File: config.mk
export PLATFORM = sky130hd
export DESIGN_NAME = daq_event_builder_flat
export DESIGN_NICKNAME = d
export VERILOG_FILES = /design/src/rtl/daq_event_builder_if.sv /design/src/rtl/daq_event_builder.sv /design/src/flat_wrapper.sv
export SDC_FILE = /design/constraint.sdc
export NUM_CORES = 2
export LEC_CHECK = 0
export ABC_AREA = 1
export CORE_ASPECT_RATIO = 0.9
export CORE_UTILIZATION = 66
export DETAILED_ROUTE_END_ITERATION = 8
export GPL_TIMING_DRIVEN = 1
export PLACE_DENSITY = 0.82
export SKIP_CTS_REPAIR_TIMING = 1
export SLEW_MARGIN = 0
export SYNTH_ARGS = -nofsm -noshare
export SYNTH_HDL_FRONTEND = slang
export SYNTH_SLANG_ARGS = --single-unit
File: constraint.sdc
create_clock -name i_clk -period 14.92 [get_ports i_clk]
set_clock_uncertainty 0.1 [all_clocks]
set_input_delay 2.984 -clock i_clk [delete_from_list [all_inputs] [get_ports i_clk]]
set_output_delay 2.984 -clock i_clk [all_outputs]
set_load 0.01 [all_outputs]
File: src/rtl/daq_event_builder_if.sv
// Channel-result input bus and event-stream output bus of the DAQ event builder.
// The builder sits on the slave side; the DSP pipeline and the event consumer sit on the master side.
interface daq_event_builder_if #(
    parameter int unsigned N_CH = 2,
    parameter int unsigned N_P  = 12,
    parameter int unsigned N_A  = 20,
    parameter int unsigned N_T  = 32
);
    logic [N_T-1:0]            time_ms;
    logic [N_CH-1:0][N_P-1:0]  a_peak;
    logic [N_CH-1:0][N_A-1:0]  a_area;
    logic [N_CH-1:0]           peak_ready;
    logic [N_CH-1:0]           area_ready;
    logic                      out_ready;
    logic                      out_valid;
    logic [N_T-1:0]            time_event;
    logic [N_CH-1:0][N_P-1:0]  a_peak_event;
    logic [N_CH-1:0][N_A-1:0]  a_area_event;
    logic [N_CH-1:0]           hit_pattern;

    modport master (
        output time_ms, a_peak, a_area, peak_ready, area_ready, out_ready,
        input  out_valid, time_event, a_peak_event, a_area_event, hit_pattern
    );

    modport slave (
        input  time_ms, a_peak, a_area, peak_ready, area_ready, out_ready,
        output out_valid, time_event, a_peak_event, a_area_event, hit_pattern
    );
endinterface

File: src/rtl/daq_event_builder.sv
// Coincidence-window event builder: latches per-channel peak/area, applies OR/AND/majority
// trigger, timestamps accepted events and queues them in a first-word-fall-through FIFO.
module daq_event_builder #(
    parameter int unsigned N_CH       = 2,
    parameter int unsigned N_P        = 12,
    parameter int unsigned N_A        = 20,
    parameter int unsigned N_T        = 32,
    parameter int unsigned DEPTH_LOG2 = 4,
    parameter int unsigned N_WIN      = 16
) (
    input  logic                         i_clk,
    input  logic                         i_rst_n,
    daq_event_builder_if.slave           io_bus,
    input  logic [N_CH-1:0]              i_ch_mask,
    input  logic [1:0]                   i_mode,
    input  logic [$clog2(N_CH+1)-1:0]    i_min_mult,
    input  logic [N_WIN-1:0]             i_window,
    output logic [DEPTH_LOG2:0]          o_fifo_level,
    output logic [15:0]                  o_dropped_count,
    output logic                         o_busy
);
    localparam int unsigned MW    = $clog2(N_CH + 1);
    localparam int unsigned DEPTH = 2 ** DEPTH_LOG2;
    localparam int unsigned LW    = DEPTH_LOG2 + 1;

    typedef enum logic [1:0] {StIdle, StCollect, StEval} state_e;

    state_e                   r_state;
    logic [N_T-1:0]           r_time;
    logic [N_CH-1:0]          r_mask;
    logic [1:0]               r_mode;
    logic [MW-1:0]            r_min_mult;
    logic [N_WIN-1:0]         r_win;
    logic [N_WIN-1:0]         r_cnt;
    logic [N_CH-1:0]          r_pk_v;
    logic [N_CH-1:0]          r_ar_v;
    logic [N_CH-1:0][N_P-1:0] r_pk;
    logic [N_CH-1:0][N_A-1:0] r_ar;
    logic [15:0]              r_dropped;

    logic [DEPTH_LOG2-1:0]    r_wr_ptr;
    logic [DEPTH_LOG2-1:0]    r_rd_ptr;
    logic [LW-1:0]            r_level;
    logic [N_T-1:0]           r_mem_time [DEPTH];
    logic [N_CH-1:0][N_P-1:0] r_mem_pk   [DEPTH];
    logic [N_CH-1:0][N_A-1:0] r_mem_ar   [DEPTH];
    logic [N_CH-1:0]          r_mem_hit  [DEPTH];

    logic [N_CH-1:0]          w_mask;
    logic [N_CH-1:0]          w_pk_stb;
    logic [N_CH-1:0]          w_ar_stb;
    logic [N_CH-1:0]          w_pk_v_nx;
    logic [N_CH-1:0]          w_ar_v_nx;
    logic                     w_all_hit;
    logic                     w_open;
    logic [N_WIN-1:0]         w_win_eff;
    logic [N_CH-1:0]          w_hit;
    logic [MW-1:0]            w_mult;
    logic [MW-1:0]            w_thr;
    logic                     w_trig;
    logic [N_CH-1:0][N_P-1:0] w_evt_pk;
    logic [N_CH-1:0][N_A-1:0] w_evt_ar;
    logic                     w_full;
    logic                     w_pop;
    logic                     w_push;
    logic                     w_drop;

    always_comb begin
        // Strobes are qualified by the live mask when opening and by the latched mask afterwards.
        w_mask    = (r_state == StIdle) ? i_ch_mask : r_mask;
        w_pk_stb  = (r_state == StEval) ? '0 : (io_bus.peak_ready & w_mask & ~r_pk_v);
        w_ar_stb  = (r_state == StEval) ? '0 : (io_bus.area_ready & w_mask & ~r_ar_v);
        w_pk_v_nx = r_pk_v | w_pk_stb;
        w_ar_v_nx = r_ar_v | w_ar_stb;
        w_all_hit = ((w_pk_v_nx & w_ar_v_nx) == w_mask);
        w_open    = (r_state == StIdle) && ((w_pk_stb | w_ar_stb) != '0);
        w_win_eff = (i_window == '0) ? N_WIN'(1) : i_window;

        w_hit  = r_pk_v & r_ar_v;
        w_mult = '0;
        for (int i = 0; i < N_CH; i++) begin
            w_mult = w_mult + MW'(w_hit[i]);
            w_evt_pk[i] = w_hit[i] ? r_pk[i] : '0;
            w_evt_ar[i] = w_hit[i] ? r_ar[i] : '0;
        end
        w_thr = (r_min_mult == '0) ? MW'(1) : r_min_mult;
        case (r_mode)
            2'd1:    w_trig = (w_hit == r_mask);
            2'd2:    w_trig = (w_mult >= w_thr);
            default: w_trig = (w_hit != '0);
        endcase

        w_full = (r_level == LW'(DEPTH));
        w_pop  = (r_level != '0) && io_bus.out_ready;
        // A same-cycle pop frees the slot a full FIFO needs.
        w_push = (r_state == StEval) && w_trig && (!w_full || w_pop);
        w_drop = (r_state == StEval) && w_trig && !w_push;
    end

    always_ff @(posedge i_clk or negedge i_rst_n) begin
        if (!i_rst_n) begin
            r_state    <= StIdle;
            r_time     <= '0;
            r_mask     <= '0;
            r_mode     <= '0;
            r_min_mult <= '0;
            r_win      <= '0;
            r_cnt      <= '0;
            r_pk_v     <= '0;
            r_ar_v     <= '0;
            r_pk       <= '0;
            r_ar       <= '0;
            r_dropped  <= '0;
        end else begin
            case (r_state)
                StIdle: begin
                    if (w_open) begin
                        r_time     <= io_bus.time_ms;
                        r_mask     <= i_ch_mask;
                        r_mode     <= i_mode;
                        r_min_mult <= i_min_mult;
                        r_win      <= w_win_eff;
                        r_cnt      <= N_WIN'(1);
                        r_state    <= (w_all_hit || w_win_eff == N_WIN'(1)) ? StEval : StCollect;
                    end
                end
                StCollect: begin
                    r_cnt <= r_cnt + N_WIN'(1);
                    if (w_all_hit || r_cnt == r_win - N_WIN'(1)) r_state <= StEval;
                end
                default: r_state <= StIdle;
            endcase

            if (r_state == StEval) begin
                r_pk_v <= '0;
                r_ar_v <= '0;
            end else begin
                r_pk_v <= w_pk_v_nx;
                r_ar_v <= w_ar_v_nx;
            end
            for (int i = 0; i < N_CH; i++) begin
                if (w_pk_stb[i]) r_pk[i] <= io_bus.a_peak[i];
                if (w_ar_stb[i]) r_ar[i] <= io_bus.a_area[i];
            end

            if (w_drop && r_dropped != 16'hFFFF) r_dropped <= r_dropped + 16'd1;
        end
    end

    always_ff @(posedge i_clk or negedge i_rst_n) begin
        if (!i_rst_n) begin
            r_wr_ptr <= '0;
            r_rd_ptr <= '0;
            r_level  <= '0;
        end else begin
            if (w_push) r_wr_ptr <= r_wr_ptr + DEPTH_LOG2'(1);
            if (w_pop)  r_rd_ptr <= r_rd_ptr + DEPTH_LOG2'(1);
            if (w_push && !w_pop)      r_level <= r_level + LW'(1);
            else if (w_pop && !w_push) r_level <= r_level - LW'(1);
        end
    end

    always_ff @(posedge i_clk) begin
        if (w_push) begin
            r_mem_time[r_wr_ptr] <= r_time;
            r_mem_pk[r_wr_ptr]   <= w_evt_pk;
            r_mem_ar[r_wr_ptr]   <= w_evt_ar;
            r_mem_hit[r_wr_ptr]  <= w_hit;
        end
    end

    always_comb begin
        io_bus.out_valid    = (r_level != '0);
        io_bus.time_event   = io_bus.out_valid ? r_mem_time[r_rd_ptr] : '0;
        io_bus.a_peak_event = io_bus.out_valid ? r_mem_pk[r_rd_ptr] : '0;
        io_bus.a_area_event = io_bus.out_valid ? r_mem_ar[r_rd_ptr] : '0;
        io_bus.hit_pattern  = io_bus.out_valid ? r_mem_hit[r_rd_ptr] : '0;
        o_fifo_level        = r_level;
        o_dropped_count     = r_dropped;
        o_busy              = (r_state != StIdle);
    end
endmodule

File: src/flat_wrapper.sv
// flat-port wrapper written by rule: the top's interface ports become plain ports
module daq_event_builder_flat 
#(
    parameter int unsigned N_CH       = 2,
    parameter int unsigned N_P        = 12,
    parameter int unsigned N_A        = 20,
    parameter int unsigned N_T        = 32,
    parameter int unsigned DEPTH_LOG2 = 4,
    parameter int unsigned N_WIN      = 16
)
  (i_clk, i_rst_n, i_ch_mask, i_mode, i_min_mult, i_window, o_fifo_level, o_dropped_count, o_busy, io_bus_time_ms, io_bus_a_peak, io_bus_a_area, io_bus_peak_ready, io_bus_area_ready, io_bus_out_ready, io_bus_out_valid, io_bus_time_event, io_bus_a_peak_event, io_bus_a_area_event, io_bus_hit_pattern);
  daq_event_builder_if #(.N_CH(N_CH), .N_P(N_P), .N_A(N_A), .N_T(N_T)) io_bus_i ();
  input  logic i_clk;
  input  logic i_rst_n;
  input  logic [N_CH-1:0] i_ch_mask;
  input  logic [1:0] i_mode;
  input  logic [$clog2(N_CH+1)-1:0] i_min_mult;
  input  logic [N_WIN-1:0] i_window;
  output logic [DEPTH_LOG2:0] o_fifo_level;
  output logic [15:0] o_dropped_count;
  output logic o_busy;
  input wire logic [$bits(io_bus_i.time_ms)-1:0] io_bus_time_ms;
  input wire logic [$bits(io_bus_i.a_peak)-1:0] io_bus_a_peak;
  input wire logic [$bits(io_bus_i.a_area)-1:0] io_bus_a_area;
  input wire logic [$bits(io_bus_i.peak_ready)-1:0] io_bus_peak_ready;
  input wire logic [$bits(io_bus_i.area_ready)-1:0] io_bus_area_ready;
  input wire logic [$bits(io_bus_i.out_ready)-1:0] io_bus_out_ready;
  output wire logic [$bits(io_bus_i.out_valid)-1:0] io_bus_out_valid;
  output wire logic [$bits(io_bus_i.time_event)-1:0] io_bus_time_event;
  output wire logic [$bits(io_bus_i.a_peak_event)-1:0] io_bus_a_peak_event;
  output wire logic [$bits(io_bus_i.a_area_event)-1:0] io_bus_a_area_event;
  output wire logic [$bits(io_bus_i.hit_pattern)-1:0] io_bus_hit_pattern;
  assign io_bus_i.time_ms = io_bus_time_ms;
  assign io_bus_i.a_peak = io_bus_a_peak;
  assign io_bus_i.a_area = io_bus_a_area;
  assign io_bus_i.peak_ready = io_bus_peak_ready;
  assign io_bus_i.area_ready = io_bus_area_ready;
  assign io_bus_i.out_ready = io_bus_out_ready;
  assign io_bus_out_valid = io_bus_i.out_valid;
  assign io_bus_time_event = io_bus_i.time_event;
  assign io_bus_a_peak_event = io_bus_i.a_peak_event;
  assign io_bus_a_area_event = io_bus_i.a_area_event;
  assign io_bus_hit_pattern = io_bus_i.hit_pattern;
  daq_event_builder #(.N_CH(N_CH), .N_P(N_P), .N_A(N_A), .N_T(N_T), .DEPTH_LOG2(DEPTH_LOG2), .N_WIN(N_WIN)) u_core (.i_clk(i_clk), .i_rst_n(i_rst_n), .io_bus(io_bus_i), .i_ch_mask(i_ch_mask), .i_mode(i_mode), .i_min_mult(i_min_mult), .i_window(i_window), .o_fifo_level(o_fifo_level), .o_dropped_count(o_dropped_count), .o_busy(o_busy));
endmodule
Word-level counts from Yosys, hierarchy flattened:

Memories as Yosys holds them, arrays and structs flattened.
Cells that the tools add are included.

* add/sub/neg operators: 8
* multipliers: 0
* divide/modulo/power cells: 0
* $lt $le $gt $ge: 1
* equal/unequal tests: 12
* shifts and indexed selects: 0
* mux-type cells: 26
* bitwise operators: 11
* reductions and logical operators: 26

Operator list (count)
* $mux 20: 2
* $mux 40: 1
* $add 16x1->16 const B: 2
* $mux 16: 2
* $mux 32: 1
* $pmux 16 s2: 1
* $mux 12: 2
* $mux 24: 1
* $mux 2: 10
* $eq 16x1->1 const B: 1
* $eq 16x16->1: 1
* $logic_not 16->1: 1
* $ne 16x16->1 const B: 1
* $sub 16x1->16 const B: 1
* $and 2x2->2: 6
* $mux 5: 2
* $reduce_bool 2->1: 5
* $add 4x1->4 const B: 2
* $logic_and 1x1->1: 8
* $or 2x2->2: 3
* $reduce_and 2->1: 3
* $add 5x1->5 const B: 1
* $eq 5x5->1 const B: 1
* $reduce_bool 5->1: 1
* 14 further kinds: 25

* register bits after elaboration: 169
* latch bits: 0
* memory bits (writable): 1568
* ROM bits: 0
* input bits: 125
* output and inout port bits: 121
* logic and storage cells: 105
* memories: 4

Memories
* u_core.r_mem_ar: words 16, bits a word 40, read ports 1, clocked after memory_dff 0, wr ports 1, RTL line daq_event_builder.sv:46 `logic [N_CH-1:0][N_A-1:0] r_mem_ar [DEPTH];`
* u_core.r_mem_time: words 16, bits a word 32, read ports 1, clocked after memory_dff 0, wr ports 1, RTL line daq_event_builder.sv:44 `logic [N_T-1:0] r_mem_time [DEPTH];`
* u_core.r_mem_pk: words 16, bits a word 24, read ports 1, clocked after memory_dff 0, wr ports 1, RTL line daq_event_builder.sv:45 `logic [N_CH-1:0][N_P-1:0] r_mem_pk [DEPTH];`
* u_core.r_mem_hit: words 16, bits a word 2, read ports 1, clocked after memory_dff 0, wr ports 1, RTL line daq_event_builder.sv:47 `logic [N_CH-1:0] r_mem_hit [DEPTH];`

Longest topological paths before layout:

* depth in word-level cells: 12
* depth in mapped cells: 21
* depth with buffers taken out: 20

Least setup slack after synthesis:

No wires, ideal clock.

* path kind: input to register
* start point: input io_bus_out_ready
* end point: memory u_core.r_mem_ar[11][0] (netlist name) (enable)
* library setup time: 0.556 ns
* data arrival time: 7.603 ns
* required time: 14.264 ns
* slack: 6.661 ns
* stages: 4
* path buffers: 0
* cell sequence: nor3b_1 > nor2_2 > nand2_1 > nor2_1

* word-level cells in the longest chain between the ends: 5

RTL lines
* start: declaration: RTL line flat_wrapper.sv:27 `input wire logic [$bits(io_bus_i.out_ready)-1:0] io_bus_out_ready;`
* $logic_and 1x1->1: RTL line daq_event_builder.sv:94 `w_pop = (r_level != '0) && io_bus.out_ready;`
* $logic_or 1x1->1: RTL line daq_event_builder.sv:96 `w_push = (r_state == StEval) && w_trig && (!w_full || w_pop);`
* $logic_and 1x1->1: RTL line daq_event_builder.sv:96
* via u_core.w_push: RTL line daq_event_builder.sv:65 `logic w_push;`
* $mux 1: RTL line daq_event_builder.sv:164 `if (w_push) begin`
* $mux 1 (implied by the code): RTL line daq_event_builder.sv:167 `r_mem_ar[r_wr_ptr] <= w_evt_ar;`
* end: declaration: RTL line daq_event_builder.sv:46

The timed path passes the listed nets, and every way through them passes these cells.

Worst setup path in the final report:

* start point: register u_core.r_rd_ptr[0]
* end point: output io_bus_a_area_event[33]

* word-level cells in the longest chain between the ends: 2

RTL lines
* start: declaration: RTL line daq_event_builder.sv:42 `logic [DEPTH_LOG2-1:0] r_rd_ptr;`
* start signal: assignment: RTL line daq_event_builder.sv:157 `if (w_pop) r_rd_ptr <= r_rd_ptr + DEPTH_LOG2'(1);`
* $mem_v2 16x40
* $mux 40: RTL line daq_event_builder.sv:176 `io_bus.a_area_event = io_bus.out_valid ? r_mem_ar[r_rd_ptr] : '0;`
* end: declaration: RTL line flat_wrapper.sv:31 `output wire logic [$bits(io_bus_i.a_area_event)-1:0] io_bus_a_area_event;`

No other way between the ends.

==> results.md <==
* Status: finished, violations left
* Violated checks: DRC
* Leak at 25.7 nW
* # setup viols final at 0
* R2R Setup Slk at 8.96 ns
* Remaining DRCs at 9
* WS Path Type: register to output pin
* Worst R2R End: u_core.r_mem_time[3][25]
* Initial core utilization at 67.1%
* Slew at the pin closest to its max-slew limit at 1.28 ns
* Mapped Area at 0.0688 mm²
* Worst EP required at 11.84 ns
* Post-Syn Instances at 5197
* PortBufs at 245
* Period Utilization, post-route at 63.2%
* VDD IR-drop max at 0.000240 V
* Yosys top cell area share at 68.4%
* Dominant cells by area after synthesis: edfxtp_1, dfrtp_1, o21ai_0
* CTS tree: yes
* CP max FO at 110
* H-tree depth at 4
* Synth async-reset ratio at 9.73%
* Slowest stage cell on the critical path: dfrtp_4
* Power density over the cells at 205 mW/mm²
* Core area at 0.103 mm²
* Yosys cell types at 42
* Clock-pin slew on the worst setup and hold paths at 0.06 ns
* WHS Path Cells at 2
* Root Buffer: clkbuf_16
* Drt via density at 6.74
* CP endpoint kind: output pin
* Vias at 45800
* Hold Crit Class: register to register
* Final hold violation count at 0
* DR pass1 iterations at 9
* Max_cap viols at 0
* Worst Hold End: u_core.r_pk[17]
* Synth warn at 0
* Commonest cells post-synth: edfxtp_1, nor2_1, o21ai_0, clkbuf_1, o221ai_1
* # rows at 111
* Chip height at 308 µm
* Drt initial violations at 7481
* Most area-hungry cell type in the Yosys netlist: edfxtp_1
* Slowest stage delay, CP at 0.99 ns
* CTS max path bufs at 3
* Number of global-route vias before repair at 44700
* Gpl congestion at 0.816
* CP Launch Type: register
* Unrepaired setup endpoints after global routing: no
* Worst skew pair latency at 0.79 ns
* Layout area overhead at 12.5%
* Pin count of the biggest net entering global routing at 273
* Grt ovf at 0
* CTS Sinks at 1737
* Seq/Total Area, Yosys at 74.6%
* Reg2Reg Depth at 15
* Fmax at 106 MHz
* Worst-path cell chain: buf_4, buf_4, buf_4, o21ai_0, o221ai_1, nand3_1, a21oi_1, clkdlybuf4s50_1
* Die ar. at 0.106 mm²
* Final WL at 176000 µm
* Final Instance Count excl. Fillers at 6796
* Minimum clock period at 9.43 ns
* Post-route antenna net violation count at 0
* Sequential cell area at 0.0513 mm²
* Gr usage total at 33.2%
* Cell area after layout at 0.0774 mm²
* Average cell area after synthesis at 13.2 µm²
* Initial antenna violation count at 4
* CP arrival at 6.35 ns
* Setup TNS Final at 0 ns
* IO Count at 246
* Die Span X at 342 µm
* Fill count at 5819
* Top delay family on crit path: buffers and inverters
* Post-synthesis register bit count at 1737
* Synth Flop Type: edfxtp_1
* Slew Limit Fails at 0
* Area of the multi-input gates at 0.0155 mm²
* Worst slew margin at 14.7%
* Wire per inst at 25.9 µm
* Worst R2R Start: u_core.r_ar_v[1]
* DP HPWL at 83700 µm
* Most common cell in the synthesized netlist: edfxtp_1
* First-pass GRT wire length at 262000 µm
* HP Start: u_core.r_pk[17]
* Antenna diode count at 0
* Final #Nets at 5445
* Syn nets at 5340
* Most used cell, CP: buf_4
* Num CTS Buffers at 164
* Post-DP Area at 0.0722 mm²
* EDFF count, synth at 1568
* Inst Count DP at 6492
* Buf+Inv Stages, Crit Path at 4
* Layout cells sized above 1 at 6.53%
==> how the worst max path moves through the flow <==
stage / start / to / slack (ns) / depth (start not counted)
2_1_floorplan: io_bus_out_ready / u_core.r_mem_ar[11][0] / 6.66 / 4
3_3_place_gp: u_core.r_rd_ptr[0] / io_bus_a_area_event[20] / 6.63 / 8
3_5_place_dp: u_core.r_rd_ptr[0] / io_bus_a_area_event[33] / 6.44 / 8
4_1_cts: u_core.r_rd_ptr[0] / io_bus_a_area_event[33] / 5.62 / 8
5_1_grt: u_core.r_rd_ptr[0] / io_bus_a_area_event[13] / 5.17 / 8
6_report: u_core.r_rd_ptr[0] / io_bus_a_area_event[33] / 5.49 / 8
==> per-stage QoR <==
| stage | hold slack (ns) | power (mW) | setup WS, ns | utilization (%) |
|---|---|---|---|---|
| final | 0.408 | 15.9 | 5.49 | 75.4 |
| after global routing | 0.438 | 16.5 | 5.17 | 75.4 |
| after CTS | 0.412 | 15.8 | 5.62 | 75.4 |
| after detailed placement | 0.373 | 11.8 | 6.44 | 70.3 |
| after global placement | 0.373 | 11.6 | 6.63 | 70.3 |
| after floorplan | 0.356 | 9.70 | 6.66 | - |
==> power breakdown <==
group	switching [mW]	internal (mW)
Combinational	3.58	1.74
Sequential	0.414	6.10
Clock	1.76	2.29
Total	5.75	10.1
==> metal layers <==
layer,GRT usage (%),routed length [µm],vias to the layer above
met1,45.4,63400,22300
met4,13.0,6450,6
met5,0,34,-
li1,-,-,19600
met2,53.1,84200,3424
met3,6.58,22100,491
==> worst register-to-register path, delay by kind of cell, from the launching register on <==
kind                       cells  cell delay, ns
buffers and inverters          5            2.38
and+or+nand+nor                6            1.92
adders and majority gates      2            0.52
DFF                            1            0.41
AOI/OAI and AO/OA              2            0.22
==> layout make-up <==
| cell class | instances | area share, % |
|---|---|---|
| flip-flops and latches | 1737 | 66.3 |
| multi-input cells | 2920 | 20.0 |
| clock buffers | 236 | 6.05 |
| repair buffers | 306 | 3.86 |
| well taps | 1356 | 2.19 |
| inverters | 173 | 0.871 |
| clock inverters | 68 | 0.732 |
==> state kept, by name (all words and copies together) (netlist names), 4 cells and up <==
register                flops
u_core.r_mem_ar           640
u_core.r_wr_ptr             4
u_core.r_rd_ptr             4
u_core.o_fifo_level         5
u_core.r_time              32
u_core.r_win               16
u_core.r_mem_time         512
u_core.r_mem_hit           32
u_core.o_dropped_count     16
u_core.r_mem_pk           384
u_core.r_ar                40
u_core.r_pk                24
u_core.r_cnt               16
==> cell usage in the layout (no fill, tap or decap), types with 34 or more instances in the layout <==
cell	count
a21oi_1	185
edfxtp_1	1568
clkbuf_1	47
inv_1	168
o211ai_1	130
buf_4	55
nand2_1	138
nand3_1	101
o22ai_1	130
dfrtp_1	165
nor2_1	971
o221ai_1	262
xor2_1	34
o21ai_0	829
clkbuf_16	169
clkdlybuf4s50_1	244
==> kinds of logic after synthesis <==
group | count (synthesis) | synth area share [%]
flops | 1737 | 74.6
compound gates | 1550 | 13.5
simple gates | 1274 | 7.33
buf+inv | 540 | 3.13
xor+xnor | 44 | 0.560
mux | 34 | 0.556
fa+ha+maj | 18 | 0.338
(Power assumes the default switching activity.)
